File: src/rtl/fp_align_add.sv
// rtl/fp_align_add.sv - IEEE-754 single add/sub front end: unpack, order, align and add mantissas.
// Alignment is sequential (one bit per cycle, capped at MAX_SHIFT) and the result waits for a normalize stage.
module fp_align_add #(
   parameter int MAX_SHIFT = 26
) (
   input  logic        clk,
   input  logic        rst_n,
   input  logic        in_valid,
   output logic        in_ready,
   input  logic [31:0] a_in,
   input  logic [31:0] b_in,
   input  logic        operator_in,
   output logic        out_valid,
   input  logic        out_ready,
   output logic        sign_out,
   output logic [7:0]  exp_out,
   output logic [25:0] mantis_out,
   output logic        operator_out,
   output logic        loss
);

   localparam int CW = $clog2(MAX_SHIFT + 1);
   localparam logic [7:0] MAX8 = 8'(MAX_SHIFT);

   typedef enum logic [1:0] {IDLE, ALIGN, ADD, DONE} state_t;

   state_t        state_q, state_d;
   logic          l_sign_q, l_sign_d;
   logic [7:0]    l_exp_q, l_exp_d;
   logic [25:0]   l_mant_q, l_mant_d;
   logic [25:0]   s_mant_q, s_mant_d;
   logic [CW-1:0] cnt_q, cnt_d;
   logic          sticky_q, sticky_d;
   logic          eop_q, eop_d;
   logic          sign_q, sign_d;
   logic [7:0]    exp_q, exp_d;
   logic [25:0]   mant_q, mant_d;
   logic          loss_q, loss_d;

   logic [7:0]  a_exp, b_exp, l_exp_in, s_exp_in, d_in, shift_in;
   logic [25:0] a_mant, b_mant, l_mant_in, s_mant_in, sum, diff, res;
   logic [30:0] a_key, b_key;
   logic        a_is_l, b_sign_eff, accept;

   // Zero-exponent operands collapse to true zero for both mantissa and magnitude ordering.
   always_comb begin
      a_exp      = a_in[30:23];
      b_exp      = b_in[30:23];
      a_mant     = (a_exp == 8'd0) ? 26'd0 : {1'b0, 1'b1, a_in[22:0], 1'b0};
      b_mant     = (b_exp == 8'd0) ? 26'd0 : {1'b0, 1'b1, b_in[22:0], 1'b0};
      a_key      = (a_exp == 8'd0) ? 31'd0 : a_in[30:0];
      b_key      = (b_exp == 8'd0) ? 31'd0 : b_in[30:0];
      a_is_l     = (a_key >= b_key);
      b_sign_eff = b_in[31] ^ operator_in;
      l_exp_in   = a_is_l ? a_exp : b_exp;
      s_exp_in   = a_is_l ? b_exp : a_exp;
      l_mant_in  = a_is_l ? a_mant : b_mant;
      s_mant_in  = a_is_l ? b_mant : a_mant;
      d_in       = l_exp_in - s_exp_in;
      shift_in   = (d_in > MAX8) ? MAX8 : d_in;
      accept     = in_valid && (state_q == IDLE);
      sum        = l_mant_q + s_mant_q;
      diff       = l_mant_q - s_mant_q;
      res        = eop_q ? diff : sum;
   end

   always_ff @(posedge clk or negedge rst_n) begin
      if (!rst_n) begin
         state_q <= IDLE;
      end else begin
         state_q <= state_d;
      end
   end

   always_comb begin
      state_d = state_q;
      case (state_q)
         IDLE:    if (accept) state_d = (d_in != 8'd0) ? ALIGN : ADD;
         ALIGN:   if (cnt_q == CW'(1)) state_d = ADD;
         ADD:     state_d = DONE;
         DONE:    if (out_ready) state_d = IDLE;
         default: state_d = IDLE;
      endcase
   end

   always_comb begin
      in_ready  = (state_q == IDLE);
      out_valid = (state_q == DONE);
   end

   always_comb begin
      l_sign_d = l_sign_q;
      l_exp_d  = l_exp_q;
      l_mant_d = l_mant_q;
      s_mant_d = s_mant_q;
      cnt_d    = cnt_q;
      sticky_d = sticky_q;
      eop_d    = eop_q;
      sign_d   = sign_q;
      exp_d    = exp_q;
      mant_d   = mant_q;
      loss_d   = loss_q;
      if (accept) begin
         l_sign_d = a_is_l ? a_in[31] : b_sign_eff;
         l_exp_d  = l_exp_in;
         l_mant_d = l_mant_in;
         s_mant_d = s_mant_in;
         cnt_d    = CW'(shift_in);
         sticky_d = 1'b0;
         eop_d    = a_in[31] ^ b_in[31] ^ operator_in;
      end else if (state_q == ALIGN) begin
         s_mant_d = s_mant_q >> 1;
         sticky_d = sticky_q | s_mant_q[0];
         cnt_d    = cnt_q - CW'(1);
      end else if (state_q == ADD) begin
         // L >= S and L carries the hidden bit, so a zero difference is always exact.
         if (eop_q && (diff == 26'd0)) begin
            sign_d = 1'b0;
            exp_d  = 8'd0;
            mant_d = 26'd0;
            loss_d = 1'b0;
         end else begin
            sign_d = l_sign_q;
            exp_d  = l_exp_q;
            mant_d = res;
            loss_d = sticky_q;
         end
      end
   end

   always_ff @(posedge clk or negedge rst_n) begin
      if (!rst_n) begin
         l_sign_q <= 1'b0;
         l_exp_q  <= 8'd0;
         l_mant_q <= 26'd0;
         s_mant_q <= 26'd0;
         cnt_q    <= '0;
         sticky_q <= 1'b0;
         eop_q    <= 1'b0;
         sign_q   <= 1'b0;
         exp_q    <= 8'd0;
         mant_q   <= 26'd0;
         loss_q   <= 1'b0;
      end else begin
         l_sign_q <= l_sign_d;
         l_exp_q  <= l_exp_d;
         l_mant_q <= l_mant_d;
         s_mant_q <= s_mant_d;
         cnt_q    <= cnt_d;
         sticky_q <= sticky_d;
         eop_q    <= eop_d;
         sign_q   <= sign_d;
         exp_q    <= exp_d;
         mant_q   <= mant_d;
         loss_q   <= loss_d;
      end
   end

   assign sign_out     = sign_q;
   assign exp_out      = exp_q;
   assign mantis_out   = mant_q;
   assign operator_out = eop_q;
   assign loss         = loss_q;

endmodule

File: config.mk
export PLATFORM = sky130hd
export DESIGN_NAME = fp_align_add
export DESIGN_NICKNAME = d
export VERILOG_FILES = /design/src/rtl/fp_align_add.sv
export SDC_FILE = /design/constraint.sdc
export NUM_CORES = 1
export LEC_CHECK = 0
export CAP_MARGIN = 15
export CELL_PAD_IN_SITES_DETAIL_PLACEMENT = 1
export CELL_PAD_IN_SITES_GLOBAL_PLACEMENT = 1
export CORE_MARGIN = 1
export CORE_UTILIZATION = 43
export DETAILED_ROUTE_END_ITERATION = 8
export PLACE_DENSITY = 0.79
export SLEW_MARGIN = 25
export SYNTH_ARGS = -nofsm -noshare
export SYNTH_HDL_FRONTEND = slang
export SYNTH_SLANG_ARGS = --single-unit
File: constraint.sdc
create_clock -name clk -period 4 [get_ports clk]
set_input_delay 0.4 -clock clk [delete_from_list [all_inputs] [get_ports clk]]
set_output_delay 0.4 -clock clk [all_outputs]
set_load 0.01 [all_outputs]
# Word-level counts from Yosys, hierarchy flattened
# Index checks and enable logic that the tools add are counted.
# W data, S select, Z words.
# word_totals
elab_cells	67
ff_bits	106
in_bits	69
output_inout_bits	39
# classes
n_mux	26
n_reduce_logical	10
bitwise	6
n_eq_ne	7
addsub	4
order_cmp	2
# op_table
operator	count
$mux W26	4
$mux W25	4
$mux W31	2
$ge A31 B31 Y1	1
$add A26 B26 Y26	1
$logic_not A26 Y1	1
$sub A26 B26 Y26	1
$mux W8	3
$logic_not A8 Y1	2
$mux W5	3
$gt A8 B5 Y1 const B	1
$mux W2	4
$pmux W2 S4	1
$reduce_bool A8 Y1	1
$sub A8 B8 Y8	1
$reduce_and A3 Y1	2
$eq A5 B1 Y1 const B	1
$mux W1	5
$sub A5 B1 Y5 const B	1
$eq A2 B2 Y1 const B	2
$ne A2 B1 Y1 const B	2
$xor A1 B1 Y1	3
$eq A2 B1 Y1 const B	1
$logic_and A1 B1 Y1	2
5 further kinds	6

# Logic depth before layout (Yosys ltp)
# depth
depth_word	9
ltp_mapped	26
depth_no_buf	22

# Worst setup path after synthesis
# OpenSTA, ideal clock, no wires.
# synth_path
path_type	input-to-reg
startpoint	input port a_in[25]
endpoint	register cnt_q[0]
stages	25
setup_slack_ns	-1.269
path_buffers	3
arrival_ns	5.189
setup_ns	0.079
required_time_ns	3.921
path_cell_list	nor4_1 -> nand2_1 -> clkbuf_1 -> nand2_1 -> ha_1 -> nand2b_1 -> a2111oi_0 -> nor4_1 -> o311a_1 -> o21ai_2 -> nand2_1 -> clkbuf_1 -> clkbuf_1 -> mux2i_1 -> ha_1 -> nor2_1 -> maj3_1 -> o21ai_0 -> nand3_1 -> a21oi_1 -> mux2_2 -> a22o_1 -> o22ai_2 -> nor4b_1 -> a2bb2oi_1
# synth_via
elab_chain_len	8
word_cells_on_any_way	9
classes_between	1 x add/sub; 2 x order compare; 5 x mux; 1 x reduce/logical
# synth_rtl
item	line_no	text
start, declared	10	input logic [31:0] a_in,
$logic_not A8 Y1	51	a_key = (a_exp == 8'd0) ? 31'd0 : a_in[30:0];
$mux W31	51	
$ge A31 B31 Y1	53	a_is_l = (a_key >= b_key);
$mux W8, on equally long branches	55, 56	
$sub A8 B8 Y8 *	59	d_in = l_exp_in - s_exp_in;
$gt A8 B5 Y1	60	shift_in = (d_in > MAX8) ? MAX8 : d_in;
$mux W5 *	60	
$mux W5 *	103	if (accept) begin
end signal, assigned	149	cnt_q <= cnt_d;
end, declared	32	logic [CW-1:0] cnt_q, cnt_d;
# Every way passes the cells marked *; elsewhere a longest branch is shown, timed or not.
# A chain may end at the register's enable or synchronous reset.

# Worst setup path after layout
# layout_path
startpoint	input port b_in[27]
endpoint	register state_q[0]
# layout_via
elab_chain_len	9
word_cells_on_any_way	10
classes_between	1 x add/sub; 1 x order compare; 6 x mux; 2 x reduce/logical
# layout_rtl
item	line_no	text
start, declared	11	input logic [31:0] b_in,
$logic_not A8 Y1	52	b_key = (b_exp == 8'd0) ? 31'd0 : b_in[30:0];
$mux W31	52	
$ge A31 B31 Y1	53	
$mux W8, on equally long branches	55, 56	
$sub A8 B8 Y8 *	59	
$reduce_bool A8 Y1 *	78	IDLE: if (accept) state_d = (d_in != 8'd0) ? ALIGN : ADD;
$mux W2 * (2 in a row)	78	
$pmux W2 S4 *	77	case (state_q)
end signal, assigned	71	state_q <= state_d;
end, declared	27	state_t state_q, state_d;
# Every way passes the cells marked *; elsewhere a longest branch is shown, timed or not. The select of a mux whose other input is x is not followed.

==> results by stage <==
Cells and area:
- The total number of nets in the final design is 1,488.
- Counting the fill cells in the layout gives 2,409.
- In the layout the commonest cells are 145 x sky130_fd_sc_hd__buf_4, 113 x sky130_fd_sc_hd__nor2_1, 103 x sky130_fd_sc_hd__dfrtp_1.
- The final standard cell area without fillers is 12,490 µm².
- The final standard cell utilization of the core is 0.6094.
- The fraction of final layout cells with drive strength greater than 1 is 0.2404.
- The area growth from synthesis to layout is 37.13%.
- The repair_antennas step left the layout with diodes totalling 0.
- For this run, the number of standard cells in the final layout without fillers is 1,605.
- Leaving out fill and tap cells, the most frequent cell in the layout is sky130_fd_sc_hd__buf_4.

Timing:
- The worst pin sits at a relative slew slack of 0.4091.
- At the pin with the least slew margin, the transition time is 0.8864 ns.
- The top achievable clock speed is 0.2132 GHz.
- Dividing the final minimum period by the clock period gives 1.173.
- The final-layout worst hold slack is 0.1435 ns.
- The final number of setup-violating endpoints is 7.
- The post-layout worst setup margin is -0.6907 ns.
- On the final layout, the worst clock skew is 0.01316 ns.
- The worst path in the final design needs a cycle of 4.691 ns, including I/O delays and setup.
- The final count of pins violating max slew was 0.
- The final hold violation count is 0.
- Setup repair after global routing could not meet its margin everywhere.

Clocking:
- The number of clock sinks seen by CTS is 103.
- At the later pin of the worst-skew pair, clock insertion delay measures 0.37 ns.
- The cell at the root of the clock tree is sky130_fd_sc_hd__clkbuf_16.
- In this run, CTS created clock tree buffers numbering 9.
- The clock tree from TritonCTS is built.
- After clock tree synthesis, the clock-pin slew on the worst setup and hold paths is 0.08 ns.
- The H-tree was split into 3 levels.
- The longest clock path from root to sink contains 2 buffers.

Setup path:
- STA classifies the critical path startpoint as an input port.
- The critical path's slowest cell is sky130_fd_sc_hd__a221oi_2.
- Data on the critical path is required at its endpoint by 4.24 ns.
- The setup slack of the worst register-to-register path is 0.14 ns.
- The arrival time at the worst endpoint is 4.93 ns.
- The buffering stage count on the worst path with inverters included is 3.
- In this run the worst path has a maximum fanout of 7.
- The critical path class is in -> reg.
- The signal on the critical path passes through dlygate4sd2_1, nor4_4, nand2_2, buf_6, buf_4, nand2_2, ha_1, nand4_1, nor3_4, a221oi_2, o21ai_2, o21ai_4, nand2_2, mux2i_1, ha_2, o31ai_2, a21oi_2, a21oi_2, a311oi_1, mux2_4, a211oi_4, o22ai_4, nand4b_1, o2bb2ai_1.
- The most numerous cell type found on the critical path is sky130_fd_sc_hd__nand2_2.
- The largest stage delay on the critical path is 0.31 ns.
- The kind of end point of the critical path is a flip-flop.
- The largest delay contributor family on the critical path is compound AO/OA/AOI/OAI gates.

Placement:
- The wire-length estimate of the detail-placed layout is 23.70 mm.
- At the end of routability-driven placement, the weighted congestion stood at 0.9047.
- The placed cell count is 1,570.
- The number of buffers added on ports is 107.
- The instance area at placement is 11,420 µm².
- The worst slack at placement is -1.435 ns.

Global routing:
- The global-route usage over all layers is 0.3206.
- The number of global-route vias before repair came to 9,945.
- The maximum number of pins on one net before global-route repair is 80.
- The wire length of the first global-routing pass is 54.84 mm.
- The total global routing overflow is 0.
- The initial antenna violation count is 0.

Floorplanning:
- The initialized floorplan defines 52 standard-cell rows.
- The area of the die is 21,770 µm².
- The die is 147.5 µm wide.
- The die is 147.5 µm tall.
- The placeable core region is 20,490 µm².
- The count of boundary I/O pins is 108.
- The initial cell density of the core is 0.4444.

Route:
- For this run, design rule violations remaining after detail routing come to 0.
- After detailed routing, the met2 layer carries 17.26 mm of wire.
- The number of vias per cell is 6.046.
- Once detail routing completed, the nets flagged for antenna violations numbered 0.
- Dividing the detail-routed wire length by the instance count gives 22.51 µm.
- In this run, the number of DRC markers left after iteration 0 of detailed routing was 649.
- Summed over all nets, wire length on met3 after detailed routing comes to 1.787 mm.
- The routed design has 36.13 mm of wire.
- For this run, the detailed router's first-pass iteration total came to 5.
- The detailed router used layers up to and including met4.
- The total number of vias is 9,704.
- After detailed routing, the wire length on met1 is 15.68 mm.

Synth:
- The count of different cell masters after synthesis is 67.
- The gate count after technology mapping is 1,131.
- The cell taking the most area after synthesis is sky130_fd_sc_hd__dfrtp_1.
- For this run, the register share of the synthesized area comes to 0.2830.
- The number of register bits inferred by synthesis is 103.
- In the post-synthesis netlist, the biggest area contributors are sky130_fd_sc_hd__dfrtp_1 28%, sky130_fd_sc_hd__ha_1 12%, sky130_fd_sc_hd__a21oi_1 6.0%.
- After synthesis, the mean cell area works out to 8.053 µm².
- The warning count from the yosys run is 0.
- The area share of the leading cell type in the synthesized netlist is 0.2830.
- The most frequently used flop master after synthesis is sky130_fd_sc_hd__dfrtp_1.
- After synthesis, the share of flip-flops with an asynchronous set or reset is 1.000.
- The count of flip-flops with a built-in enable after synthesis is 0.
- The mapped netlist covers 9107 µm².
- The number of nets handed over by synthesis was 1,289.

Power and ir drop:
- For this design the ratio of total power to cell area is 773.6 nW/µm².
- For this design the static power due to leakage is 5.537 nW.
- IR analysis of the VDD net gives a maximum drop of 0.0003290 V.

Worst hold path:
- The path class of the lowest-slack min-delay path is in -> async.

Status:
- The run finished, with violations left.
- The checks that failed: negative setup slack.

Run:
- The number of max-capacitance violations reported is 0.
area by class of cell:
class                           count  area [µm²]  area share
Multi-Input combinational cell    893        6710      0.5373
Sequential cell                   103        2577      0.2064
Timing Repair Buffer              262        2321      0.1858
Tap cell                          270       337.8     0.02705
Inverter                           61       229.0     0.01833
Clock buffer                        9       225.2     0.01803
Clock inverter                      7       88.84    0.007113
stage by stage:
step                total power [W]  TNS [ns]
finish                     0.009662    -4.494
global route                0.01033    -5.189
CTS                        0.009413    -2.507
detailed placement         0.008286    -41.14
floorplan                  0.006130    -4.426
global placement           0.007966    -28.02
worst paths after layout:
check                                 end  cells after the start         from
max in group asynchronous        sticky_q                      2        rst_n
min reg2reg                    l_exp_q[0]                      2   l_exp_q[0]
max                            state_q[0]                     24     b_in[27]
max reg2reg                mantis_out[23]                     15  l_mant_q[1]
min in group clk               l_exp_q[0]                      2   l_exp_q[0]
min                        mantis_out[10]                      1        rst_n
synthesized netlist by cell type, drive strengths merged (8+ instances only):
cell / instances
nor2: 116
ha: 87
dfrtp: 103
a21o: 9
or3: 8
mux2i: 45
nand4: 10
mux2: 17
o21ai: 83
nor4: 10
and2: 28
nor2b: 14
and3: 30
xnor2: 35
a21oi: 110
nand3: 17
inv: 61
xor2: 12
a311oi: 24
buf: 12
nand2b: 15
nand2: 98
clkbuf: 62
o22ai: 9
a31oi: 8
nor3: 20
cells by family (layout without fill, tap and decap cells):
kind of cell               after synthesis  in the layout  share of synthesized area
buffers and inverters                  135            339                    0.05674
xor gates and xnor gates                47             47                    0.04520
AOI/OAI and AO/OA                      309            309                     0.2142
adders and majority gates               92             92                     0.1272
and+or+nand+nor                        383            383                     0.2032
DFF                                    103            103                     0.2830
muxes                                   62             62                    0.07048
layer usage:
metal  vias up  GRT usage
li1       4417          -
met5         -          0
met4         0     0.1196
met1      4828     0.4289
met3        92    0.03827
met2       367     0.5304
sequential cells by signal (all words and copies together), names as in the netlist:
signal / flops
operator_out: 1
l_sign_q: 1
s_mant_q: 25
exp_out: 8
sticky_q: 1
cnt_q: 5
state_q: 2
l_exp_q: 8
mantis_out: 26
loss: 1
sign_out: 1
l_mant_q: 24
power breakdown:
part / internal, W / total (W) / switching (W)
sequential: 0.00156 / 0.00199 / 0.000437
clock: 0.000502 / 0.000971 / 0.000469
combinational: 0.00292 / 0.00670 / 0.00378
total: 0.00498 / 0.00966 / 0.00469
repair_timing:
| action | 4_1_cts | 5_1_grt |
|---|---|---|
| hold buffers | 0 | 0 |
| pin swaps | 38 | 43 |
| cloned | 2 | 0 |
| setup buffers | 11 | 8 |
| resized for setup | 123 | 60 |
| endpoints found under the setup margin | 68 | 56 |
No activity file was read; power rests on OpenSTA's default activity.
